--- src/rtl/multi_channel_request_tracker_pkg.sv ---
// Shared types and default constants for the multi-channel request tracker.
package multi_channel_request_tracker_pkg;

  typedef enum logic [1:0] {
    IDLE    = 2'd0,
    PENDING = 2'd1,
    BUSY    = 2'd2
  } state_t;

  localparam int DEF_BUSY_LEN = 8;
  localparam int DEF_TIMEOUT  = 16;
  localparam int CNT_W        = 8;

endpackage

--- src/rtl/multi_channel_request_tracker_channel.sv ---
// One request-tracking channel: IDLE -> PENDING -> BUSY (or back to IDLE on cancel).
// Optional PENDING timeout enabled by defining REQUEST_TRACKER_TIMEOUT_EN.
module request_tracker_channel
  import multi_channel_request_tracker_pkg::*;
#(
  parameter int BUSY_LEN = DEF_BUSY_LEN,
  parameter int TIMEOUT  = DEF_TIMEOUT
) (
  input  logic clk,
  input  logic rst_n,
  input  logic request,
  input  logic accept,
  input  logic cancel,
  output logic busy,
  output logic done,
  output logic aborted,
  output logic timed_out,
  output logic pending
);

  state_t           state, state_nxt;
  logic [CNT_W-1:0] bcnt, bcnt_nxt;
  logic             aborted_q, aborted_nxt;
  logic             to_hit;

`ifdef REQUEST_TRACKER_TIMEOUT_EN
  logic [CNT_W-1:0] pcnt;
  logic             timed_out_q;

  // pcnt holds (PENDING cycles so far - 1); it restarts at 0 on every entry to PENDING
  assign to_hit = (state == PENDING) && !accept && !cancel &&
                  (pcnt == CNT_W'(TIMEOUT - 1));

  always_ff @(posedge clk or negedge rst_n) begin
    if (!rst_n) begin
      pcnt        <= '0;
      timed_out_q <= 1'b0;
    end else begin
      pcnt        <= (state == PENDING) ? pcnt + CNT_W'(1) : '0;
      timed_out_q <= to_hit;
    end
  end

  assign timed_out = timed_out_q;
`else
  logic unused_timeout;
  assign unused_timeout = |CNT_W'(TIMEOUT);
  assign to_hit         = 1'b0;
  assign timed_out      = 1'b0;
`endif

  always_ff @(posedge clk or negedge rst_n) begin
    if (!rst_n) begin
      state     <= IDLE;
      bcnt      <= '0;
      aborted_q <= 1'b0;
    end else begin
      state     <= state_nxt;
      bcnt      <= bcnt_nxt;
      aborted_q <= aborted_nxt;
    end
  end

  // cancel beats accept, and both beat the timeout
  always_comb begin
    state_nxt   = state;
    bcnt_nxt    = bcnt;
    aborted_nxt = 1'b0;
    case (state)
      IDLE: begin
        if (request) state_nxt = PENDING;
      end
      PENDING: begin
        if (cancel) begin
          state_nxt   = IDLE;
          aborted_nxt = 1'b1;
        end else if (accept) begin
          state_nxt = BUSY;
          bcnt_nxt  = CNT_W'(BUSY_LEN - 1);
        end else if (to_hit) begin
          state_nxt = IDLE;
        end
      end
      BUSY: begin
        if (bcnt == '0) state_nxt = IDLE;
        else            bcnt_nxt  = bcnt - CNT_W'(1);
      end
      default: state_nxt = IDLE;
    endcase
  end

  assign busy    = (state == BUSY);
  assign done    = (state == BUSY) && (bcnt == '0);
  assign aborted = aborted_q;
  assign pending = (state == PENDING);

endmodule

--- src/rtl/multi_channel_request_tracker.sv ---
// NUM_CH independent request trackers plus a count of channels waiting in PENDING.
// Define REQUEST_TRACKER_TIMEOUT_EN to enable the per-channel PENDING timeout.
module multi_channel_request_tracker
  import multi_channel_request_tracker_pkg::*;
#(
  parameter int NUM_CH   = 4,
  parameter int BUSY_LEN = DEF_BUSY_LEN,
  parameter int TIMEOUT  = DEF_TIMEOUT
) (
  input  logic                        clk,
  input  logic                        rst_n,
  input  logic [NUM_CH-1:0]           request,
  input  logic [NUM_CH-1:0]           accept,
  input  logic [NUM_CH-1:0]           cancel,
  output logic [NUM_CH-1:0]           busy,
  output logic [NUM_CH-1:0]           done,
  output logic [NUM_CH-1:0]           aborted,
  output logic [NUM_CH-1:0]           timed_out,
  output logic [$clog2(NUM_CH+1)-1:0] pending_count
);

  localparam int PC_W = $clog2(NUM_CH + 1);

  logic [NUM_CH-1:0] pending;

  for (genvar i = 0; i < NUM_CH; i++) begin : g_ch
    request_tracker_channel #(
      .BUSY_LEN (BUSY_LEN),
      .TIMEOUT  (TIMEOUT)
    ) u_ch (
      .clk       (clk),
      .rst_n     (rst_n),
      .request   (request[i]),
      .accept    (accept[i]),
      .cancel    (cancel[i]),
      .busy      (busy[i]),
      .done      (done[i]),
      .aborted   (aborted[i]),
      .timed_out (timed_out[i]),
      .pending   (pending[i])
    );
  end

  // popcount of the registered PENDING flags, so it tracks state in the same cycle
  always_comb begin
    pending_count = '0;
    for (int i = 0; i < NUM_CH; i++) begin
      pending_count = pending_count + PC_W'(pending[i]);
    end
  end

endmodule

--- config.mk ---
export PLATFORM = sky130hd
export DESIGN_NAME = multi_channel_request_tracker
export DESIGN_NICKNAME = d
export VERILOG_FILES = /design/src/rtl/multi_channel_request_tracker_pkg.sv /design/src/rtl/multi_channel_request_tracker_channel.sv /design/src/rtl/multi_channel_request_tracker.sv
export SDC_FILE = /design/constraint.sdc
export NUM_CORES = 1
export LEC_CHECK = 0
export CAP_MARGIN = 10
export CORE_MARGIN = 5
export CORE_UTILIZATION = 49
export DETAILED_ROUTE_END_ITERATION = 6
export MAX_ROUTING_LAYER = met4
export PLACE_DENSITY = 0.82
export SYNTH_ARGS = -nofsm -noshare
export SYNTH_HDL_FRONTEND = slang
export SYNTH_SLANG_ARGS = --single-unit
--- constraint.sdc ---
create_clock -name clk -period 2.2 [get_ports clk]
set_clock_uncertainty 0.1 [all_clocks]
set_input_delay 0.44 -clock clk [delete_from_list [all_inputs] [get_ports clk]]
set_output_delay 0.44 -clock clk [all_outputs]
set_load 0.005 [all_outputs]
After elaboration in Yosys (flattened, before gate mapping)
Index checks and enable logic that the tools add are counted.

storage, ports and cells
  register bits after elaboration = 44
  input bits = 14
  output and inout bits = 19
  logic and storage cells = 119

operators by class
  add/subtract/negate cells = 7
  equality and inequality tests = 32
  mux-type cells = 44
  reductions and logical operators = 24

operators with widths
  kind                 number
  $mux 8               12
  $pmux 8 s2           4
  $ne 2x2->1 const B   20
  $logic_not 8->1      4
  $mux 2               16
  $sub 8x1->8 const B  4
  $pmux 2 s3           4
  $reduce_and 4->1     4
  $ne 3x3->1 const B   4
  $reduce_and 3->1     4
  $eq 2x1->1 const B   4
  $eq 2x2->1 const B   4
  $logic_not 2->1      4
  $mux 1               8
  $reduce_bool 2->1    4
  $logic_and 1x1->1    4
  $add 2x1->3          1
  $add 3x1->3          1
  $add 1x1->2          1

Logic depth before layout (Yosys ltp)
Gate-level depths: netlist (run 1).

  word-level depth = 4
  gate-level depth with buffers = 7
  gate-level depth less buffers = 6

Cells and area by module
Synthesis (run 1) repeated with hierarchy kept, for this count alone.

unflattened totals
  cells, all modules = 244
  area total of the unflattened synthesis = 2546.2 um^2

by module, submodules not included
  module                         instances  cells an instance  area each (um^2)  sequential area each (um^2)
  request_tracker_channel        4          59                 620.6             275.3
  multi_channel_request_tracker  1          8                  63.8              0.0

Worst setup path after synthesis (run 1)
OpenSTA, ideal clock, no wires.

  path type = reg2out
  start = register g_ch[1].u_ch.state[1]
  end = output pending_count[1]
  arrival = 1.564 ns
  data required time = 1.660 ns
  setup slack = 0.096 ns
  stages on the path, launching flop included = 6
  path buffers = 0
  path through = dfrtp_1 > nand2b_1 > fa_1 > inv_1 > ha_1 > ha_1

on the way
  cells in the longest elaborated chain, start to end = 4

RTL lines
  what                    line                                         RTL
  from (decl)             multi_channel_request_tracker_channel.sv:21  state_t state, state_nxt;
  from (signal assigned)  multi_channel_request_tracker_channel.sv:58  state <= state_nxt;
  $eq 2x1->1              multi_channel_request_tracker_channel.sv:95  assign pending = (state == PENDING);
  $add 1x1->2             multi_channel_request_tracker.sv:48          pending_count = pending_count + PC_W'(pending[i]);
  $add 2x1->3             multi_channel_request_tracker.sv:48
  $add 3x1->3             multi_channel_request_tracker.sv:48
  to (decl)               multi_channel_request_tracker.sv:19          output logic [$clog2(NUM_CH+1)-1:0] pending_count

Every way passes these cells.

Final worst setup path (run 1)
  start = register g_ch[0].u_ch.state[1]
  end = output pending_count[1]

on the way
  cells in the longest elaborated chain, start to end = 4

RTL lines
  what                    line
  from (decl)             multi_channel_request_tracker_channel.sv:21
  from (signal assigned)  multi_channel_request_tracker_channel.sv:58
  $eq 2x1->1              multi_channel_request_tracker_channel.sv:95
  $add 1x1->2             multi_channel_request_tracker.sv:48
  $add 2x1->3             multi_channel_request_tracker.sv:48
  $add 3x1->3             multi_channel_request_tracker.sv:48

Every way passes these cells.

==> results.sh, run 1 <==
export IMPL_synth_async_sr_flop_share_pct=100
export IMPL_ys_warn_count=0
export IMPL_ant_nets=0
export IMPL_cts_sinks=44
export IMPL_drv_cap=0
export IMPL_startpoint="g_ch[0].u_ch.state[1]"
export IMPL_yosys_area_share_simple_pct=23.6
export IMPL_power_leakage_nw=1.58
export IMPL_ioPinCount=33
export IMPL_hold_violations=0
export IMPL_fin_cells=381
export IMPL_cp_data_required_time_ns=1.66
export IMPL_finalPower_mw=4.03
export IMPL_tightest_slew_ns=0.549
export IMPL_fin_ws_ns=-0.255
export IMPL_fin_util_pct=67.4
export IMPL_synth_avg_cell_area_sq_um=9.86
export IMPL_ys_seq_area_share_pct=44.5
export IMPL_tns_ns=-0.541
export IMPL_fmax_ghz=0.407
export IMPL_synth_edff_count=0
export IMPL_synth_top_area_cell="dfrtp_1"
export IMPL_synth_area_sq_um=2470
export IMPL_fin_crit_sh_pct=112
export IMPL_cts_buffers=5
export IMPL_grt_start_max_net_pins=45
export IMPL_grt_pass1_vias=2046
export IMPL_die_h_microns=81.1
export IMPL_synth_compound_area_share_pct=9.86
export IMPL_hold_ws_ns=0.107
export IMPL_synth_main_ff_cell="dfrtp_1"
export IMPL_synth_top_family_by_area="simple AND/OR/NAND/NOR gates"
export IMPL_dieWidth_microns=81.1
export IMPL_crit_arrival_ns=1.91
export IMPL_dp_cells=364
export IMPL_nNetsFinal=339
export IMPL_p_switching_mw=1.51
export IMPL_clockBufferDepth=2
export IMPL_via_count=2041
export IMPL_drc_errors=0
export IMPL_vias_per_cell=5.36
export IMPL_pwr_share_comb_pct=53.6
export IMPL_rsz0062_at_grt="yes"
export IMPL_reg2reg_from="g_ch[1].u_ch.bcnt[0]"
export IMPL_antenna_found_initial=0
export IMPL_post_route_min_period_ns=2.45
export IMPL_power_frac_seq_pct=34.7
export IMPL_syn_to_final_growth_pct=31.3
export IMPL_drt_iter0_markers=73
export IMPL_power_density_nw_per_um2=1240
export IMPL_critPathMaxFanout=2
export IMPL_drive_above_1_share_pct=27.4
export IMPL_wl_per_cell_microns=14.5
export IMPL_setup_viol=3
export IMPL_core_sq_um=4820
export IMPL_placement_rows=25
export IMPL_status="finished with violations"
export IMPL_cts_max_level=2
export IMPL_p_clk_share_pct=11.6
export IMPL_hold_path_class="in2async"
export IMPL_yosysMostFrequentCell="dfrtp_1"
export IMPL_design_area_sq_um=3250
export IMPL_failed_checks="setup timing"
export IMPL_synthMuxAreaShare_pct=5.31
export IMPL_drtPass1Iterations=6
export IMPL_max_vdd_ir_drop_v=0.000721
export IMPL_track_usage_pct=18.0
export IMPL_grt_pass1_wl_mm=9.09
export IMPL_synth_cell_types=50
export IMPL_synthCells=251
export IMPL_cts_tree="done"
export IMPL_fillers=352
export IMPL_critPathKind="reg2out"
export IMPL_p_int_mw=2.52
export IMPL_path_clk_slew_ns=0.08
export IMPL_synth_seq_cells=44
export IMPL_gp_congestion=0.859
export IMPL_hpwl_mm=3.74
export IMPL_slew_violations=0
export IMPL_critPathLaunchType="flop"
export IMPL_routed_wl_mm=5.52
export IMPL_portBuffers=28
export IMPL_switching_share_pct=37.5
export IMPL_endpoint_kind="output port"
export IMPL_synthXorXnorAreaFrac_pct=2.48
export IMPL_crit_path_end="pending_count[1]"
export IMPL_grt_overflow_total=0
export IMPL_worstSkewPairLatency_ns=0.29
export IMPL_antenna_cells=0
export IMPL_netlist_area_leader_share_pct=44.5
export IMPL_place_ws_ns=-0.460
export IMPL_worstReg2RegEnd="g_ch[1].u_ch.bcnt[1]"
export IMPL_r2r_slack_ns=0.03
export IMPL_yosys_top_cells_count="dfrtp_1, nor2_1, inv_1"
export IMPL_dpl_cell_area_sq_um=2960
export IMPL_dieArea_sq_um=6570
export IMPL_slew_limit_headroom_pct=63.2
export IMPL_cts_root_buf="clkbuf_8"
export IMPL_synthTopCellsByArea="dfrtp_1, buf_4, nor2_1"
export IMPL_r2r_cells=7
export IMPL_synthAdderAreaFrac_pct=5.87
export IMPL_start_util_pct=51.4
==> registers in the layout, summed over array words and instances (netlist names) <==
| signal | count |
|---|---|
| g_ch.u_ch.state | 8 |
| g_ch.u_ch.aborted | 4 |
| g_ch.u_ch.bcnt | 32 |
==> routing by layer <==
| metal | vias to the layer above | global-route usage, % | wire, microns | share of wire (%) |
|---|---|---|---|---|
| met5 | - | - | 0 | 0 |
| met4 | 0 | 3.04 | 35 | 0.63 |
| li1 | 991 | - | - | - |
| met3 | 5 | 3.10 | 285 | 5.2 |
| met1 | 982 | 21.6 | 2340 | 42 |
| met2 | 63 | 32.0 | 2860 | 52 |
==> cell usage in the layout, fill, tap and decap left out, types with 3 or more instances in the layout <==
cell type / count
nand2_1: 12
nor4_1: 3
nand2b_4: 4
mux2i_1: 12
a211oi_1: 4
nand3_1: 3
nand2b_1: 4
nand4_1: 4
buf_6: 4
clkbuf_8: 5
xnor2_1: 3
inv_1: 15
clkdlybuf4s50_1: 19
dfrtp_1: 43
nor3_1: 6
ha_1: 7
buf_2: 3
o41ai_1: 3
buf_4: 42
xor2_1: 4
or4_1: 4
a21oi_1: 7
nand3b_1: 3
conb_1: 4
nor2_1: 34
a31oi_1: 3
inv_2: 4
==> critical path: stages, from the launching register on <==
cell and delay, ns:
dfrtp_1 0.38, nand2b_4 0.15, fa_1 0.55, inv_2 0.05, ha_4 0.16, ha_4 0.23, buf_6 0.11
==> worst min-delay path by stage <==
| stage | startpoint | end | slack, ns | depth (start not counted) |
|---|---|---|---|---|
| after global placement | g_ch[3].u_ch.bcnt[4] | g_ch[3].u_ch.bcnt[4] | 0.38 | 1 |
| final | rst_n | g_ch[2].u_ch.bcnt[6] | 0.11 | 2 |
| after detailed placement | g_ch[2].u_ch.state[1] | g_ch[2].u_ch.state[0] | 0.37 | 1 |
| after floorplan | rst_n | g_ch[0].u_ch.aborted | 0.04 | 0 |
| after CTS | rst_n | g_ch[2].u_ch.bcnt[6] | 0.14 | 2 |
| after global routing | rst_n | g_ch[2].u_ch.bcnt[6] | 0.16 | 2 |
==> timing repair <==
action / 4_1_cts / 5_1_grt
pin swaps: 5 / 4
endpoints found under the setup margin: 8 / 14
hold buffers: 0 / 0
setup buffers: 7 / 3
gates resized for setup: 44 / 14
==> power by group through the flow <==
stage | combinational, mW | sequential, mW | clock [mW]
floorplan | 0.970 | 1.35 | 0
global placement | 1.69 | 1.34 | 0
detailed placement | 1.76 | 1.36 | 0
CTS | 2.03 | 1.37 | 0.480
global route | 2.38 | 1.44 | 0.512
finish | 2.16 | 1.40 | 0.469
==> cells by family after synthesis <==
kind of cell	count (synthesis)
other	1
and+or+nand+nor	105
xor gates and xnor gates	7
buffers and inverters	37
AOI/OAI and AO/OA	33
DFF	44
muxes	13
adders and majority gates	11
==> area by class of cell <==
type / instances / area [sq um] / area share [%]
clock inverters: 1 / 5.00 / 0.154
flip-flops and latches: 44 / 1100 / 34.0
inverters: 19 / 71.3 / 2.20
well taps: 67 / 83.8 / 2.58
repair buffers: 71 / 596 / 18.3
multi-input cells: 173 / 1320 / 40.5
clock buffers: 6 / 72.6 / 2.24
Note: power is estimated with default switching activity, not from simulation.
==> run 2, diff against run 1 <==
Settings changed: CORE_MARGIN 5 to 2, HOLD_SLACK_MARGIN from default to 0.15.
==> results.sh, run 2 (synthesis gave the netlist of run 1 again) <==
export IMPL_nNetsFinal=342
export IMPL_die_h_microns=75.1
export IMPL_ant_nets=0
export IMPL_track_usage_pct=20.7
export IMPL_rsz0062_at_grt="yes"
export IMPL_clockBufferDepth=2
export IMPL_failed_checks="setup timing"
export IMPL_drv_cap=0
export IMPL_wl_per_cell_microns=13.4
export IMPL_start_util_pct=51.7
export IMPL_largest_reg_flops=32
export IMPL_dieArea_sq_um=5630
export IMPL_worstSkewPairLatency_ns=0.30
export IMPL_core_sq_um=4790
export IMPL_fmax_ghz=0.403
export IMPL_critPathKind="reg2out"
export IMPL_antenna_found_initial=0
export IMPL_ioPinCount=33
export IMPL_critPathLaunchType="flop"
export IMPL_setup_viol=3
export IMPL_drtPass1Iterations=4
export IMPL_syn_to_final_growth_pct=31.2
export IMPL_hpwl_mm=3.71
export IMPL_vias_per_cell=5.27
export IMPL_crit_arrival_ns=1.94
export IMPL_critPathMaxFanout=2
export IMPL_drc_errors=0
export IMPL_gp_congestion=0.932
export IMPL_dieWidth_microns=75.1
export IMPL_grt_pass1_vias=2034
export IMPL_tightest_slew_ns=0.585
export IMPL_slew_limit_headroom_pct=60.8
export IMPL_dp_cells=367
export IMPL_tns_ns=-0.595
export IMPL_grt_overflow_total=0
export IMPL_grt_pass1_wl_mm=8.69
export IMPL_grt_start_max_net_pins=45
export IMPL_regMostFlops="g_ch.u_ch.bcnt"
export IMPL_cts_sinks=44
export IMPL_drt_iter0_markers=89
export IMPL_layout_common_cells="dfrtp_1, buf_4, nor2_1"
export IMPL_path_clk_slew_ns=0.07
export IMPL_power_density_nw_per_um2=1230
export IMPL_cts_tree="done"
export IMPL_drive_above_1_share_pct=26.7
export IMPL_cts_root_buf="clkbuf_8"
export IMPL_max_vdd_ir_drop_v=0.000592
export IMPL_cp_data_required_time_ns=1.66
export IMPL_fin_cells=385
export IMPL_routed_wl_mm=5.14
export IMPL_fin_crit_sh_pct=113
export IMPL_fillers=385
export IMPL_endpoint_kind="output port"
export IMPL_via_count=2028
export IMPL_fin_ws_ns=-0.281
export IMPL_power_leakage_nw=1.58
export IMPL_portBuffers=28
export IMPL_placement_rows=25
export IMPL_slew_violations=0
export IMPL_post_route_min_period_ns=2.48
export IMPL_cts_buffers=5
export IMPL_cts_max_level=2
export IMPL_status="finished with violations"
export IMPL_hold_violations=0
export IMPL_antenna_cells=0
export IMPL_hold_path_class="reg2reg"
## run 2: what timing repair did
item | 4_1_cts | 5_1_grt
setup buffers | 5 | 4
gates resized for setup | 45 | 6
endpoints found under the setup margin | 8 | 11
endpoints found under the hold margin | 44 | 0
pin swaps | 5 | 4
hold buffers | 1 | 0
## run 2: per-layer routing
metal / GRT usage (%) / share of wire, %
met5: - / 0
met4: 5.56 / 0.70
met3: 4.55 / 3.1
met2: 36.3 / 53
met1: 24.0 / 43
## run 2: cell type report
class	count	area [sq um]	share of cell area [%]
clock buffers	6	82.6	2.54
repair buffers	74	617	19.0
clock inverters	2	10.0	0.308
well taps	67	83.8	2.58
multi-input cells	173	1280	39.4
inverters	19	71.3	2.20
flip-flops and latches	44	1100	33.9
## run 2: worst max-delay path, stage by stage, from the launching register on
cell      delay [ns]
dfrtp_1         0.39
nand2b_4        0.15
fa_1            0.56
inv_2           0.05
ha_4            0.15
ha_4            0.26
buf_6           0.08
## run 2: worst paths after layout
| kind | endpoint | start | cells past startpoint | slack (ns) |
|---|---|---|---|---|
| max | pending_count[1] | g_ch[0].u_ch.state[1] | 6 | -0.28 |
| min | g_ch[0].u_ch.bcnt[0] | g_ch[0].u_ch.bcnt[0] | 1 | 0.39 |
| max reg2reg | g_ch[1].u_ch.bcnt[1] | g_ch[1].u_ch.bcnt[1] | 7 | 0.02 |
| min reg2reg | g_ch[0].u_ch.bcnt[0] | g_ch[0].u_ch.bcnt[0] | 1 | 0.39 |
| max in group asynchronous | g_ch[0].u_ch.bcnt[1] | rst_n | 3 | 0.99 |
| min in group asynchronous | g_ch[2].u_ch.bcnt[2] | rst_n | 3 | 0.63 |
## run 2: metrics by stage
step	area [sq um]	util, %	setup slack (ns)	total power [mW]	hold slack [ns]
floorplan	2480	-	0.0964	2.32	0.0444
global placement	2980	62.3	-0.405	3.06	0.378
detailed placement	2980	62.3	-0.452	3.15	0.384
CTS	3210	67.0	-0.300	3.94	0.395
global route	3250	67.8	-0.338	4.31	0.415
finish	3250	67.8	-0.281	4.01	0.392
## run 2: power breakdown
group | switching, mW | internal (mW) | total, mW
combinational | 0.934 | 1.18 | 2.11
clock | 0.274 | 0.251 | 0.525
sequential | 0.262 | 1.11 | 1.37
==> run 3, diff against run 2 <==
Settings changed: RECOVER_POWER from default to 25.
Clock period 2.2 ns to 2.1 ns, I/O delays scaled along.
==> results.sh, run 3 (synthesis gave the netlist of run 1 again) <==
export IMPL_drtPass1Iterations=4
export IMPL_reg2reg_from="g_ch[1].u_ch.bcnt[0]"
export IMPL_start_util_pct=51.7
export IMPL_ioPinCount=33
export IMPL_design_area_sq_um=3390
export IMPL_clockBufferDepth=2
export IMPL_path_clk_slew_ns=0.07
export IMPL_drc_errors=0
export IMPL_layout_commonest_cell="buf_4"
export IMPL_nNetsFinal=349
export IMPL_die_h_microns=75.1
export IMPL_power_density_nw_per_um2=1330
export IMPL_rsz0062_at_grt="yes"
export IMPL_syn_to_final_growth_pct=37.1
export IMPL_grt_overflow_total=0
export IMPL_crit_arrival_ns=1.93
export IMPL_place_ws_ns=-0.508
export IMPL_dpl_cell_area_sq_um=3030
export IMPL_critPathLaunchType="flop"
export IMPL_dieWidth_microns=75.1
export IMPL_fillers=363
export IMPL_startpoint="g_ch[3].u_ch.state[1]"
export IMPL_cts_tree="done"
export IMPL_hp_start="g_ch[0].u_ch.bcnt[0]"
export IMPL_placement_rows=25
export IMPL_dieArea_sq_um=5630
export IMPL_grt_pass1_vias=2084
export IMPL_max_vdd_ir_drop_v=0.000707
export IMPL_fin_crit_sh_pct=117
export IMPL_largest_reg_flops=32
export IMPL_slew_limit_headroom_pct=31.0
export IMPL_gp_congestion=0.841
export IMPL_hpwl_mm=3.76
export IMPL_status="finished with violations"
export IMPL_routed_wl_mm=5.88
export IMPL_layout_common_cells="buf_4, dfrtp_1, nor2_1"
export IMPL_drt_iter0_markers=103
export IMPL_cp_data_required_time_ns=1.58
export IMPL_seqCellArea_sq_um=1100
export IMPL_worstSkewPairLatency_ns=0.30
export IMPL_antenna_found_initial=0
export IMPL_power_leakage_nw=1.64
export IMPL_cts_root_buf="clkbuf_8"
export IMPL_fin_cells=392
export IMPL_via_count=2134
export IMPL_endpoint_kind="output port"
export IMPL_grt_pass1_wl_mm=9.23
export IMPL_cts_max_level=2
export IMPL_critPathMaxFanout=2
export IMPL_fmax_ghz=0.409
export IMPL_r2r_slack_ns=-0.05
export IMPL_portBuffers=28
export IMPL_dp_cells=373
export IMPL_wl_per_cell_microns=15.0
export IMPL_slew_violations=0
export IMPL_ant_nets=0
export IMPL_core_sq_um=4790
export IMPL_cts_sinks=44
export IMPL_track_usage_pct=22.2
export IMPL_failed_checks="setup timing"
export IMPL_hold_violations=0
export IMPL_cts_buffers=5
export IMPL_fin_ws_ns=-0.347
export IMPL_post_route_min_period_ns=2.45
export IMPL_tightest_slew_ns=1.04
export IMPL_grt_start_max_net_pins=20
export IMPL_multiInputGateArea_sq_um=1350
export IMPL_fin_util_pct=70.9
export IMPL_critPathKind="reg2out"
export IMPL_vias_per_cell=5.44
export IMPL_regMostFlops="g_ch.u_ch.bcnt"
export IMPL_antenna_cells=0
export IMPL_drv_cap=0
export IMPL_hold_path_class="reg2reg"
export IMPL_setup_viol=10
export IMPL_drive_above_1_share_pct=31.4
export IMPL_finalPower_mw=4.51
## run 3: layout make-up
cell class / instances / area share [%]
Clock buffer: 6 / 2.14
Clock inverter: 2 / 1.03
Inverter: 19 / 2.10
Multi-Input combinational cell: 173 / 39.8
Sequential cell: 44 / 32.5
Tap cell: 67 / 2.47
Timing Repair Buffer: 81 / 20.0
## run 3: timing repair
action                                  CTS  global route
hold buffers                              1             0
endpoints found under the hold margin    17             0
pin swaps                                 7             5
gates resized for setup                  53            17
endpoints found under the setup margin   14            14
buffers inserted                          4             6
cloned                                    0             0
## run 3: power breakdown
| group | switching, mW | internal, mW | total (mW) |
|---|---|---|---|
| registers | 0.291 | 1.16 | 1.45 |
| clock network | 0.283 | 0.353 | 0.636 |
| logic | 1.09 | 1.34 | 2.43 |
| total | 1.66 | 2.85 | 4.51 |
## run 3: worst paths after layout
path	to	cells past startpoint
setup / recovery	pending_count[1]	6
hold / removal	g_ch[0].u_ch.bcnt[0]	1
setup reg to reg	g_ch[1].u_ch.bcnt[1]	7
hold reg to reg	g_ch[0].u_ch.bcnt[0]	1
max in group asynchronous	g_ch[1].u_ch.bcnt[3]	3
min in group asynchronous	g_ch[2].u_ch.bcnt[6]	2
## run 3: layer usage
layer,vias up,global-route usage (%),part of all wire [%]
li1,1009,-,-
met1,1050,27.3,43
met2,65,36.7,51
met3,10,4.69,4.6
met4,0,6.75,1.3
met5,-,-,0
## run 3: through the flow
step                setup TNS (ns)  hold WS (ns)
CTS                         -0.854         0.393
global placement             -1.39         0.272
finish                      -0.940         0.396
floorplan                        0        0.0244
global route                 -1.55         0.426
detailed placement           -1.60         0.279
## run 3: worst max-delay path, stage by stage, from the launching register on
cell and delay [ns]:
dfrtp_1 0.38, nand2b_4 0.15, fa_1 0.55, inv_2 0.05, ha_4 0.15, ha_4 0.26, buf_6 0.09
==> RTL change 1 (config.mk and constraints of run 2) <==
Set the package constant `CNT_W` to 6 (it was 8).
--- a/src/rtl/multi_channel_request_tracker_pkg.sv
+++ b/src/rtl/multi_channel_request_tracker_pkg.sv
@@ -11,3 +11,3 @@
   localparam int DEF_TIMEOUT  = 16;
-  localparam int CNT_W        = 8;
+  localparam int CNT_W        = 6;
 
Behaviour: same outputs for any inputs over 4 cycles, from zero or initial values and one cycle with rst_n low; that may be too few to reach the edited logic, so the function may still have changed.
==> RTL change 1 against run 2 <==
- the flow still finishes with violations (setup timing)
- worst setup slack better by 64 ps
- synthesized area down 16%
- utilization down 3.0 points
- power down 22%
- sequential cell count down 8
- design area down 20%
- wire length down 19%
- via count down 18%
- largest cell class unchanged
- highest routed layer unchanged
==> RTL change 1: results <==
set metrics [dict create \
    holdPathEnd "g_ch[1].u_ch.bcnt[4]$_DFFE_PN0P_" \
    violations "setup timing" \
    grt_pass1_vias 1581 \
    grt_max_degree 37 \
    status "complete, but fails checks" \
    p_leak_nw 1.24 \
    synth_common_cells "36 x dfrtp_1, 26 x nor2_1, 18 x nand2_1" \
    nets 285 \
    drt_iter0_drc 100 \
    slowest_delay_ps 500 \
    wl_met1_mm 1.81 \
    r2r_cells 9 \
    grt_util_met1 0.247 \
    power_report.internal_total_mw 1.95 \
    whs_ps 381 \
    power_mw 3.12 \
    crit_start "g_ch[0].u_ch.state[0]$_DFFE_PN0P_" \
    drive_gt1_frac 0.223 \
    nFillCells 324 \
    largest_reg_flops 24 \
    grt_pass1_wl_mm 7.24 \
    ys_seq_area_frac 0.434 \
    wl_met2_mm 2.02 \
    ys_types 42 \
    crit_arrival_ps 1880 \
    synthTopCellsByArea "dfrtp_1 43%, ha_1 6.0%, buf_4 5.8%" \
    synthCells 216 \
    p_clk_frac 0.141 \
    setup_ws_ps -217 \
    grt_use_total 0.196 \
    hp-start "g_ch[1].u_ch.bcnt[4]$_DFFE_PN0P_" \
    routed_wl_mm 4.16 \
    rrSetupSlack_ps 300 \
    p_seq_mw 1.05 \
    r2r_start "g_ch[1].u_ch.state[0]$_DFFE_PN0P_" \
    vdd_drop_max_uv 1010 \
    setup_viol 3 \
]
==> RTL change 1: cells by family after synthesis <==
family | synth area share
adders and majority gates | 0.0700
other | 0.00181
xor gates and xnor gates | 0.0127
buffers and inverters | 0.0850
DFF | 0.434
and+or+nand+nor | 0.229
muxes | 0.0374
AOI/OAI and AO/OA | 0.130
==> RTL change 1: per-stage QoR <==
stage,TNS (ps),utilization
final,-427,0.648
after global routing,-559,0.648
after CTS,-395,0.641
after detailed placement,-715,0.601
after global placement,-659,0.601
after floorplan,0,-
==> RTL change 1: what timing repair did <==
item / CTS / global route
endpoints found under the setup margin: 10 / 5
pin swaps: 3 / 0
resized for setup: 36 / 3
setup buffers: 5 / 2
hold endpoints to repair: 0 / 0
cloned: 0 / 0
==> RTL change 1: cell type report <==
class                      count  area (sq um)  area share
tap                           50          62.6      0.0240
sequential                    36           902       0.345
clock inverter                 1          5.00     0.00192
multi-input combinational    152          1070       0.409
clock buffer                   6          72.6      0.0278
timing repair buffer          50           444       0.170
inverter                      15          56.3      0.0216
==> RTL change 2 (flow settings as in run 2) <==
Made on the original files. Register the output `busy`; this adds one clock of latency there. The other outputs are not delayed to match.
--- a/src/rtl/multi_channel_request_tracker.sv
+++ b/src/rtl/multi_channel_request_tracker.sv
@@ -23,2 +23,4 @@
 
+  logic [NUM_CH-1:0] busy_d;
+
   logic [NUM_CH-1:0] pending;
@@ -35,3 +37,3 @@
       .cancel    (cancel[i]),
-      .busy      (busy[i]),
+      .busy      (busy_d[i]),
       .done      (done[i]),
@@ -51,2 +53,6 @@
 
+  always_ff @(posedge clk) begin
+    busy <= busy_d;
+  end
+
 endmodule
Behaviour: not the same (a bounded check fails within 4 cycles, from zero or initial values and one cycle with rst_n low).
==> RTL change 2 against run 2 <==
- the run still ends with setup timing left
- sequential cell count up 4
- sequential share of layout area up 1.5 points
- power up 0.68%
- non-clock buffer count down 5
- count of clock-buffer cells in the layout unchanged
- wire length down 0.37%
- combinational power down 9%
- synthesized area up 2.4%
- design area up 2.7%
- cell count up 0.78%
- fmax down 2.0%
- first-iteration DRC count down 42%
- worst setup slack worse by 50 ps
- critical path type unchanged
- critical endpoint unchanged
- highest routed layer unchanged
==> RTL change 2: results <==
set metrics [dict create \
    status "complete, but fails checks" \
    violations "setup timing" \
    n_all_inverters 14 \
    holdPathEnd "g_ch[1].u_ch.state[0]$_DFFE_PN0P_" \
    vdd_drop_max_uv 637 \
    hp-start "g_ch[1].u_ch.state[1]$_DFFE_PN0P_" \
    clk_share 0.0364 \
    grt_util_met1 0.255 \
    use_met2 0.325 \
    grt_pass1_vias 1929 \
    path_clk_slew_ps 90 \
    whs_ps 344 \
    synthArstFlopShare 0.917 \
    avgSynthCellArea_sq_um 10.0 \
    buffer_area_frac 0.178 \
    drt_iter0_drc 52 \
    routed_wl_mm 5.12 \
    place_ws_ps -505 \
    tightest_slew_ps 533 \
    post-cts-setup-buffers 8 \
    ys_types 51 \
    multi_input_comb_cells 179 \
    grt_max_degree 40 \
    p_leak_nw 1.58 \
    dp_cells 368 \
    postPlaceCellArea_sq_um 3030 \
    grt_use_total 0.200 \
    post_cts_resized 39 \
    clock-sinks 48 \
    place_congestion 0.851 \
    grt_pass1_wl_mm 8.55 \
    tns_ps -761 \
    wl_met1_mm 2.31 \
    crit_arrival_ps 1990 \
    hpwl_mm 3.58 \
    met3_usage 0.0331 \
    wl_met3_um 175 \
    multi_input_area_share 0.389 \
    vias 2009 \
    wl_per_cell_um 13.2 \
    ys_seq_area_frac 0.466 \
    placementRows 26 \
    setup_ws_ps -331 \
    setup_viol 3 \
    wl_met2_mm 2.60 \
    seq_share 0.354 \
    syn2layout_area_growth_pct 31.7 \
]
## RTL change 2: changes by cell type in the layout (fill, tap and decap cells not counted), moves of 3 or more
cell / change
nand2b_4: -3
nor2b_1: +4
a211oi_1: -4
inv_1: -6
dfxtp_1: +4
buf_4: -6
nand2b_1: +4
a21oi_1: +5
o41ai_1: -3
## RTL change 2: where the power goes
part	switching (mW)	internal, mW	leakage [nW]
clock	0.301	0.372	0.0614
combinational	0.863	1.07	0.932
sequential	0.246	1.19	0.585
## RTL change 2: critical path: stages (launching register included)
cell and delay, ps:
dfrtp_1 380, or2b_1 250, fa_1 510, inv_2 50, ha_4 160, ha_4 230
buf_6 110
## RTL change 2: cells by family after synthesis
group | Yosys count | share of synthesized area
AO/OA/AOI/OAI | 33 | 0.0978
XOR/XNOR | 6 | 0.0208
adder cells (fa/ha/maj) | 11 | 0.0573
buffers and inverters | 29 | 0.0622
flip-flops | 48 | 0.466
multiplexers | 10 | 0.0395
other | 1 | 0.00148
AND/OR/NAND/NOR | 115 | 0.254
